==> config.mk <==
export PLATFORM = sky130hd
export DESIGN_NAME = dmem_ctrl
export DESIGN_NICKNAME = d
export VERILOG_FILES = /design/src/rtl/dmem_ctrl_pkg.sv /design/src/rtl/dmem_ctrl_lane_align.sv /design/src/rtl/dmem_ctrl.sv
export SDC_FILE = /design/constraint.sdc
export NUM_CORES = 1
export LEC_CHECK = 0
export ABC_AREA = 1
export BUFFER_PORTS_ARGS = -buffer_cell sky130_fd_sc_hd__buf_2
export CAP_MARGIN = 20
export CORE_MARGIN = 2
export CORE_UTILIZATION = 40
export CTS_BUF_LIST = sky130_fd_sc_hd__clkbuf_4 sky130_fd_sc_hd__clkbuf_8
export DETAILED_ROUTE_END_ITERATION = 12
export GPL_ROUTABILITY_DRIVEN = 0
export PLACE_DENSITY = 0.75
export SLEW_MARGIN = 20
export SYNTH_ARGS = -nofsm -noshare
export SYNTH_HDL_FRONTEND = slang
export SYNTH_SLANG_ARGS = --single-unit
export TNS_END_PERCENT = 10
==> constraint.sdc <==
create_clock -name i_clk -period 2.4 [get_ports i_clk]
set_input_delay 0.36 -clock i_clk [delete_from_list [all_inputs] [get_ports i_clk]]
set_output_delay 0.36 -clock i_clk [all_outputs]
set_load 0.01 [all_outputs]
==> src/rtl/dmem_ctrl_pkg.sv <==
// Shared definitions for the data-memory controller: data width, RV32I
// load/store funct3 encodings and the controller state encoding.
package dmem_ctrl_pkg;

  localparam int XLEN = 32;

  localparam logic [2:0] F3_B  = 3'b000;
  localparam logic [2:0] F3_H  = 3'b001;
  localparam logic [2:0] F3_W  = 3'b010;
  localparam logic [2:0] F3_BU = 3'b100;
  localparam logic [2:0] F3_HU = 3'b101;

  typedef enum logic [1:0] {
    S_IDLE = 2'd0,
    S_BUS  = 2'd1,
    S_RESP = 2'd2,
    S_HOLD = 2'd3
  } state_t;

endpackage

==> src/rtl/dmem_ctrl_lane_align.sv <==
// Combinational byte-lane logic: access legality, store strobes and lane
// replication, and load extraction with sign/zero extension.
module dmem_lane_align
  import dmem_ctrl_pkg::*;
(
  input  logic            i_we,
  input  logic [1:0]      i_off,
  input  logic [2:0]      i_funct3,
  input  logic [XLEN-1:0] i_wdata,
  input  logic [XLEN-1:0] i_bus_rdata,
  output logic            o_illegal,
  output logic [3:0]      o_wstrb,
  output logic [XLEN-1:0] o_wdata,
  output logic [XLEN-1:0] o_rdata
);

  logic [XLEN-1:0] w_shifted;

  assign w_shifted = i_bus_rdata >> {i_off, 3'b000};

  // Legality: halfwords need even addresses, words need word alignment,
  // unsigned variants exist only for loads, everything else is reserved.
  always_comb begin
    o_illegal = 1'b1;
    case (i_funct3)
      F3_B:    o_illegal = 1'b0;
      F3_H:    o_illegal = i_off[0];
      F3_W:    o_illegal = |i_off;
      F3_BU:   o_illegal = i_we;
      F3_HU:   o_illegal = i_we | i_off[0];
      default: o_illegal = 1'b1;
    endcase
  end

  // Store side: strobe the addressed lanes and replicate data across the word.
  always_comb begin
    o_wstrb = 4'b0000;
    o_wdata = i_wdata;
    case (i_funct3)
      F3_B: begin
        o_wstrb = 4'b0001 << i_off;
        o_wdata = {4{i_wdata[7:0]}};
      end
      F3_H: begin
        o_wstrb = i_off[1] ? 4'b1100 : 4'b0011;
        o_wdata = {2{i_wdata[15:0]}};
      end
      F3_W:    o_wstrb = 4'b1111;
      default: o_wstrb = 4'b0000;
    endcase
    if (!i_we) o_wstrb = 4'b0000;
  end

  // Load side: right-justify the addressed lanes, then extend.
  always_comb begin
    o_rdata = w_shifted;
    case (i_funct3)
      F3_B:    o_rdata = {{(XLEN-8){w_shifted[7]}}, w_shifted[7:0]};
      F3_BU:   o_rdata = {{(XLEN-8){1'b0}}, w_shifted[7:0]};
      F3_H:    o_rdata = {{(XLEN-16){w_shifted[15]}}, w_shifted[15:0]};
      F3_HU:   o_rdata = {{(XLEN-16){1'b0}}, w_shifted[15:0]};
      default: o_rdata = w_shifted;
    endcase
  end

endmodule

==> src/rtl/dmem_ctrl.sv <==
// Data-memory controller: latches the memory stage's level request, runs one
// valid/ready bus transfer (or none for illegal accesses), returns a one-cycle
// ack with extended load data, then waits for the request to drop.
// Optional macro DMEM_TIMEOUT_EN adds a bus wait limit of TIMEOUT_CYCLES.
module dmem_ctrl #(
  parameter int XLEN           = 32,
  parameter int TIMEOUT_CYCLES = 255
) (
  input  logic            i_clk,
  input  logic            i_rst_n,
  input  logic            i_req,
  input  logic            i_we,
  input  logic [XLEN-1:0] i_addr,
  input  logic [XLEN-1:0] i_wdata,
  input  logic [2:0]      i_funct3,
  output logic            o_ack,
  output logic [XLEN-1:0] o_rdata,
  output logic            o_err,
  output logic            o_bus_valid,
  output logic            o_bus_we,
  output logic [XLEN-1:0] o_bus_addr,
  output logic [3:0]      o_bus_wstrb,
  output logic [XLEN-1:0] o_bus_wdata,
  input  logic            i_bus_ready,
  input  logic [XLEN-1:0] i_bus_rdata
);

  typedef dmem_ctrl_pkg::state_t state_t;

  state_t          r_state, w_state_nxt;
  logic            r_we;
  logic [XLEN-1:0] r_addr;
  logic [XLEN-1:0] r_wdata;
  logic [2:0]      r_funct3;
  logic            r_err;
  logic [XLEN-1:0] r_rdata;

  logic            w_illegal;
  logic            w_timeout;
  logic            w_to_resp;
  logic            w_err_nxt;
  logic [3:0]      w_wstrb;
  logic [XLEN-1:0] w_wdata;
  logic [XLEN-1:0] w_rdata;

  dmem_lane_align u_align (
    .i_we        (r_we),
    .i_off       (r_addr[1:0]),
    .i_funct3    (r_funct3),
    .i_wdata     (r_wdata),
    .i_bus_rdata (i_bus_rdata),
    .o_illegal   (w_illegal),
    .o_wstrb     (w_wstrb),
    .o_wdata     (w_wdata),
    .o_rdata     (w_rdata)
  );

`ifdef DMEM_TIMEOUT_EN
  localparam int CNT_W = ($clog2(TIMEOUT_CYCLES + 1) > 8) ? $clog2(TIMEOUT_CYCLES + 1) : 8;
  logic [CNT_W-1:0] r_wait_cnt;

  // Count unanswered BUS cycles; held at zero outside BUS so each entry starts clean.
  always_ff @(posedge i_clk or negedge i_rst_n) begin
    if (!i_rst_n)                                            r_wait_cnt <= '0;
    else if (r_state == dmem_ctrl_pkg::S_BUS && !i_bus_ready) r_wait_cnt <= r_wait_cnt + CNT_W'(1);
    else                                                     r_wait_cnt <= '0;
  end

  assign w_timeout = (r_state == dmem_ctrl_pkg::S_BUS) && !w_illegal && !i_bus_ready &&
                     (r_wait_cnt == CNT_W'(TIMEOUT_CYCLES - 1));
`else
  assign w_timeout = 1'b0;
`endif

  // Illegal accesses spend their BUS cycle with valid suppressed, keeping
  // the same two-cycle ack latency as a zero-wait legal access.
  assign w_err_nxt = w_illegal | w_timeout;

  // Next-state and output decode.
  always_comb begin
    w_state_nxt  = r_state;
    w_to_resp    = 1'b0;
    o_ack        = 1'b0;
    o_bus_valid  = 1'b0;
    o_bus_we     = r_we;
    o_bus_addr   = {r_addr[XLEN-1:2], 2'b00};
    o_bus_wstrb  = w_wstrb;
    o_bus_wdata  = w_wdata;
    case (r_state)
      dmem_ctrl_pkg::S_IDLE: if (i_req) w_state_nxt = dmem_ctrl_pkg::S_BUS;
      dmem_ctrl_pkg::S_BUS: begin
        o_bus_valid = !w_illegal;
        if (w_illegal || i_bus_ready || w_timeout) begin
          w_state_nxt = dmem_ctrl_pkg::S_RESP;
          w_to_resp   = 1'b1;
        end
      end
      dmem_ctrl_pkg::S_RESP: begin
        o_ack       = 1'b1;
        w_state_nxt = dmem_ctrl_pkg::S_HOLD;
      end
      dmem_ctrl_pkg::S_HOLD: if (!i_req) w_state_nxt = dmem_ctrl_pkg::S_IDLE;
      default: w_state_nxt = dmem_ctrl_pkg::S_IDLE;
    endcase
  end

  // State register.
  always_ff @(posedge i_clk or negedge i_rst_n) begin
    if (!i_rst_n) r_state <= dmem_ctrl_pkg::S_IDLE;
    else          r_state <= w_state_nxt;
  end

  // Latch the request once in IDLE; later input changes are ignored.
  always_ff @(posedge i_clk or negedge i_rst_n) begin
    if (!i_rst_n) begin
      r_we     <= 1'b0;
      r_addr   <= '0;
      r_wdata  <= '0;
      r_funct3 <= '0;
    end else if (r_state == dmem_ctrl_pkg::S_IDLE && i_req) begin
      r_we     <= i_we;
      r_addr   <= i_addr;
      r_wdata  <= i_wdata;
      r_funct3 <= i_funct3;
    end
  end

  // Response capture: errors zero the load data, stores leave it untouched.
  always_ff @(posedge i_clk or negedge i_rst_n) begin
    if (!i_rst_n) begin
      r_err   <= 1'b0;
      r_rdata <= '0;
    end else if (w_to_resp) begin
      r_err <= w_err_nxt;
      if (w_err_nxt)  r_rdata <= '0;
      else if (!r_we) r_rdata <= w_rdata;
    end
  end

  assign o_err   = r_err;
  assign o_rdata = r_rdata;

endmodule

==> key figures, run 1 <==
Logic synthesis
  – Syn_area_per_cell: just under 9 µm²
  – Post-synth cell types: 31
  – Synth Area in Adders: approximately 1.1%
  – Post-synthesis cell count: between 600 and 700
  – Synth warnings: 0
  – Xor/xnor share of the synthesized area: 0%
  – Ys flop type: dfrtp_1
  – #FFs+latches synth: between 100 and 150
  – Post-Synth Simple-Gate Area: 19.9%
  – Ys async rst share: 100%
  – Seq/Total Area, Yosys: 46.9%
  – Largest family of logic cells by synthesized area: simple AND/OR/NAND/NOR gates
  – Compound-gate portion of the synthesized area: 7.87%
  – Post-synthesis mux area share: 12.5%
  – Count of flip-flops with a built-in enable after synthesis: 0
  – Mapped Area: 0.00550 mm²

Global routing
  – Tot GR Track Use: 20.2%
  – Gr ovfl total: 0
  – Global-route wire length before repair: around 23 mm
  – Number of global-route vias before repair: 4579
  – Initial antenna violation count: 2
  – Largest net degree at the start of global routing: 51

Power and ir drop
  – Internal power: slightly above 5 mW
  – Leakage: 3.56 nW
  – Clock power frac: between 10% and 20%
  – PD cells: roughly 1300 mW/mm²
  – Switch Pwr: ~4 mW
  – Logic gate share of total power: 52.8%
  – Sequential Power Share: approximately a third
  – Switch share: a little over two fifths
  – Maximum vdd drop: about 0.84 mV

Die
  – DIE AREA: about 0.015 mm²
  – Core area: 0.0133 mm²
  – Die X: 121 µm
  – Num rows: 42
  – Floorplan die height: 121 µm
  – IO Count: about 210
  – Initial core utilization: ~40%

Timing
  – Max Transition Viols Final: 0
  – Clock skew: roughly 0.011 ns
  – Max_slew headroom: between 60% and 70%
  – Worst-Margin Slew: 0.520 ns
  – Hold Slack: ~0.19 ns
  – RSZ-0062 raised after global routing: yes
  – Timing-limited maximum frequency: about 0.43 GHz
  – Setup TNS: 0 ns
  – Final count of hold timing violations: 0
  – Clock period minus worst slack: about 2.3 ns
  – Final setup violation count: 0
  – Period Utilization, post-route: a little over nine tenths

Cells and area
  – Most common cell after layout, fill and taps aside: buf_2
  – # fillers: 1320
  – Final core occ: 50.5%
  – N_diodes: 0
  – Final std cells w/o fill: between 900 and 1000
  – Multi-input gate area: ~0.0023 mm²
  – P&R area growth vs syn: 22.6%
  – Final net count: 906
  – Share of layout cells above drive strength 1: between 40% and 50%
  – Register Area: roughly 0.0026 mm²
  – Commonest non-fill, non-tap cells in the layout: buf_2 (204), nand2_1 (180), dfrtp_1 (101)

Setup path
  – Crit path launch type: flip-flop
  – Data arrival, critical path: 1.95 ns
  – WP buf/inv: 5
  – Slowest library cell on the worst path: dfrtp_1
  – Crit path max-delay family: buffers and inverters
  – CP required: 2.04 ns
  – Critical path cell sequence: inv_2 -> nand2_8 -> nor2_8 -> inv_2 -> buf_4 -> o22ai_1 -> inv_1 -> o21ai_2 -> buf_2
  – Setup CP Type: reg -> out
  – Critical path's largest stage delay: 0.42 ns
  – Most Frequent Cell on Critical Path: inv_2
  – Nature of the critical path endpoint: primary output
  – Peak fanout along the critical path: 10
  – Reg2reg setup slack: about 0.46 ns

Drt
  – Routed vias: 4786
  – Residual DRC count: 0
  – DR iter-0 viols: approximately 340
  – ANT nets after route: 0
  – Routed wire per std cell: 15.2 µm
  – Vias per cell: 4.89
  – Final wirelength: between 10 and 15 mm
  – Pre-antenna DRT Iters: 7

Clocking
  – CTS tree: done
  – Clock Latency Late Sink: 0.39 ns
  – Cts bufs inserted: 9
  – Clock transition at path regs: 0.11 ns
  – Htree depth: 3
  – Clock Tree Buf Depth: 2
  – Clk root buf: clkbuf_8
  – Clock sink count: ~100

Min path
  – HP Class: in -> reg

Run status
  – Status: finished clean

Place
  – Placed wire-length estimate: 11.3 mm
  – Port Buf Inserts: 205
  – Placed Cells: between 900 and 1000

Flow run
  – Max-cap violations: 0
synthesized netlist by cell type (2+ instances only):
cell type  count  share of area (%)
buf_2          9               0.82
buf_6          7                1.4
inv_2          4               0.27
o21ai_0       24                2.2
nand2_2        3               0.34
ha_1           5                1.1
inv_1         34                2.3
nor2_1        34                2.3
mux2_2        60                 12
nand2_1      182                 12
dfrtp_1      103                 47
a21oi_1       22                2.0
clkbuf_1       8               0.55
buf_4         46                6.3
nor3_1         2               0.18
o211ai_1       2               0.27
o21ai_1       30                2.7
or2_2          2               0.23
nand3_1       36                3.3
per-layer routing:
layer	vias to the layer above	part of all wire, %	wire length [µm]	global-route usage, %
met4	4	1.8	267	5.82
met3	21	9.1	1360	7.14
met2	212	49	7330	34.5
met5	-	0.18	27	0
li1	2324	-	-	-
met1	2225	39	5870	24.2
flip-flops by register name, summed over array words and instances (netlist names):
| register | flops |
|---|---|
| r_funct3 | 3 |
| r_addr | 32 |
| r_wdata | 32 |
| r_state | 2 |
| o_rdata | 32 |
| o_err | 1 |
| o_bus_we | 1 |
final timing paths:
path	cells after the start	from	end
max	9	r_funct3[0]	o_bus_wdata[15]
min	2	i_wdata[23]	r_wdata[23]
max reg2reg	10	r_funct3[1]	o_rdata[3]
min reg2reg	2	o_rdata[11]	o_rdata[11]
max in group asynchronous	3	i_rst_n	r_wdata[11]
min in group asynchronous	2	i_rst_n	o_rdata[8]
area by class of cell:
class	instances	area share [%]
multi-input cells	414	34.5
clock buffers	10	2.04
well taps	176	3.27
clock inverters	6	1.11
flip-flops and latches	103	38.3
inverters	38	2.12
repair buffers	231	18.7
logic make-up after synthesis:
family                   count (synthesis)
adder cells (fa/ha/maj)                  5
AND/OR/NAND/NOR                        264
AO/OA/AOI/OAI                           82
multiplexers                            61
buffers and inverters                  109
flip-flops                             103
other                                    1
per-stage QoR:
step                setup slack, ns  cell area [µm²]  total power, mW
floorplan                     0.544             5510             6.54
global placement              0.315             6420             7.62
detailed placement            0.244             6420             7.75
CTS                         0.00248             6650             8.99
global route                -0.0251             6740             9.74
finish                       0.0888             6740             9.04
power by group through the flow:
stage / sequential [mW] / combinational (mW) / clock, mW
detailed placement: 3.12 / 4.63 / 0
global route: 3.17 / 5.27 / 1.29
CTS: 3.09 / 4.67 / 1.24
finish: 3.08 / 4.77 / 1.18
global placement: 3.08 / 4.54 / 0
floorplan: 3.04 / 3.49 / 0
what timing repair did:
action | CTS | global route
hold buffers | 1 | 0
endpoints found under the hold margin | 35 | 0
pin swaps | 1 | 2
resized for setup | 6 | 8
endpoints found under the setup margin | 13 | 25
gates cloned | 0 | 0
setup buffers | 0 | 9
Note: power is estimated with default switching activity, not from simulation.
==> run 2, diff against run 1 <==
Settings changed: CAP_MARGIN 20 to 15.
Clock period 2.4 ns to 2.8 ns, I/O delays scaled along.
==> key figures, run 2 (synthesis gave the netlist of run 1 again) <==
Drt
  – Residual DRC count: 0 (unchanged)
  – Final wirelength: 14.6 mm (-2.0%)
  – Vias per cell: 4.91 (+0.32%)
  – Routed vias: 4718 (-1.4%)
  – ANT nets after route: 0 (unchanged)
  – Pre-antenna DRT Iters: 5 (-2)
  – DR iter-0 viols: 301 (-10%)
  – Routed wire per std cell: 15.1 µm (-0.29%)

Clocking
  – Htree depth: 3 (unchanged)
  – Clock sink count: 103 (unchanged)
  – Clock transition at path regs: 0.11 ns (about the same)
  – Clock Latency Late Sink: 0.39 ns (about the same)
  – CTS tree: done
  – Clock Tree Buf Depth: 2 (unchanged)
  – Cts bufs inserted: 9 (unchanged)
  – Clk root buf: clkbuf_8

Timing
  – Clock skew: 0.0130 ns (+0.00211 ns)
  – Period Utilization, post-route: 93.7%
  – RSZ-0062 raised after global routing: no
  – Setup TNS: 0 ns (unchanged)
  – Worst-Margin Slew: 0.767 ns (+0.247 ns)
  – Final setup violation count: 0 (unchanged)
  – Final WS setup: 0.176 ns (+0.0869 ns)
  – Max_slew headroom: 48.9% (-16 points)
  – Max Transition Viols Final: 0 (unchanged)
  – Final count of hold timing violations: 0 (unchanged)
  – Clock period minus worst slack: about 2.6 ns
  – Timing-limited maximum frequency: about 0.38 GHz

Power and ir drop
  – Total power: 7.53 mW (-17%)
  – Leakage: 3.46 nW (-2.7%)
  – PD cells: 1150 mW/mm² (-14%)
  – Maximum vdd drop: 0.718 mV (-15%)

Die
  – Floorplan die height: 121 µm (unchanged)
  – DIE AREA: 0.0147 mm² (unchanged)
  – Num rows: 42 (unchanged)
  – IO Count: 208 (unchanged)
  – Core area: 0.0133 mm² (unchanged)
  – Die X: 121 µm (unchanged)
  – Initial core utilization: 41.2% (unchanged)

Cells and area
  – Most common cell after layout, fill and taps aside: buf_2
  – Share of layout cells above drive strength 1: 39.0% (-2.0 points)
  – Final std cells w/o fill: 961 (-1.7%)
  – Commonest non-fill, non-tap cells in the layout: buf_2 (204), nand2_1 (181), dfrtp_1 (102)
  – # fillers: 1371 (+3.9%)
  – P&R area growth vs syn: 19.3%
  – Final net count: 888 (-2.0%)

Flow run
  – Max-cap violations: 0 (unchanged)

Global routing
  – Gr ovfl total: 0 (unchanged)
  – Met1 Use GR: 24.1% (about the same)
  – GR peak layer: met2
  – Tot GR Track Use: 20.4% (+0.12 points)
  – Number of global-route vias before repair: 4558 (-0.46%)
  – Global-route wire length before repair: 23.0 mm (+0.45%)
  – Met3 Use GR: 6.91% (-0.23 points)
  – GR Layer Usage met2: 35.2% (+0.74 points)
  – Largest net degree at the start of global routing: 65 (+27%)
  – Initial antenna violation count: 1 (-1)

Setup path
  – Setup CP Type: reg -> out
  – Nature of the critical path endpoint: primary output
  – Crit path launch type: flip-flop
  – Data arrival, critical path: 2.20 ns (+0.25 ns)
  – CP required: 2.38 ns (+0.34 ns)
  – R2R cell count: 6 (-4)
  – Peak fanout along the critical path: 17 (+7)

Place
  – Placed Cells: 944 (-0.84%)
  – Port Buf Inserts: 205 (unchanged)
  – Post-Place Worst Slack: 0.460 ns (+0.216 ns)
  – Placed wire-length estimate: 11.0 mm (-2.5%)

Min path
  – HP Class: in -> async

Run status
  – Status: finished clean
run 2: changes by cell type in the layout (fill, tap and decap cells not counted), moves of 2 or more:
cell	change
inv_6	+2
inv_1	+2
inv_2	-2
o21ai_2	-2
buf_4	-16
o21ai_0	+3
run 2: what timing repair did:
action / in CTS / in global routing
setup buffers: 0 / 0
hold buffers: 0 / 0
endpoints found under the setup margin: 1 / 9
resized for setup: 1 / 2
run 2: final timing paths:
kind	start	end	slack [ns]
max in group asynchronous	i_rst_n	o_rdata[21]	1.98
worst max register to register	r_addr[0]	o_rdata[0]	0.55
min in group i_clk	i_wdata[28]	r_wdata[28]	0.25
worst min-delay path	i_rst_n	o_rdata[10]	0.09
worst min register to register	o_rdata[4]	o_rdata[4]	0.49
worst max-delay path	r_funct3[1]	o_bus_wdata[18]	0.18
run 2: layout make-up:
class / instances / area (µm²) / area share, %
antenna: 1 / 2.50 / 0.0381
clock buffer: 9 / 124 / 1.89
clock inverter: 7 / 83.8 / 1.28
inverter: 38 / 143 / 2.17
multi-input combinational: 414 / 2300 / 35.0
sequential: 103 / 2580 / 39.3
tap: 176 / 220 / 3.35
timing repair buffer: 213 / 1110 / 17.0
run 2: metal layers:
metal	vias up	wire length, µm
li1	2292	-
met1	2179	5830
met2	225	7110
met3	20	1380
met4	2	217
met5	-	13
run 2: per-stage QoR:
| step | util (%) | area (µm²) | hold slack (ns) |
|---|---|---|---|
| 2_1_floorplan | - | 5510 | 0.124 |
| 3_3_place_gp | 47.5 | 6340 | 0.464 |
| 3_5_place_dp | 47.5 | 6340 | 0.475 |
| 4_1_cts | 49.1 | 6560 | 0.103 |
| 5_1_grt | 49.2 | 6560 | 0.124 |
| 6_report | 49.2 | 6570 | 0.0927 |
run 2: report_power, final:
group	switching, mW	internal, mW
Clock	0.578	0.434
Combinational	2.22	1.61
Sequential	0.515	2.18
Total	3.31	4.22
run 2: worst max-delay path, stage by stage, from the launching register on:
cell,delay (ns)
dfrtp_2,0.52
inv_2,0.09
nand2_2,0.16
nor2_8,0.21
inv_1,0.11
nand2_4,0.20
mux2_2,0.37
buf_2,0.14
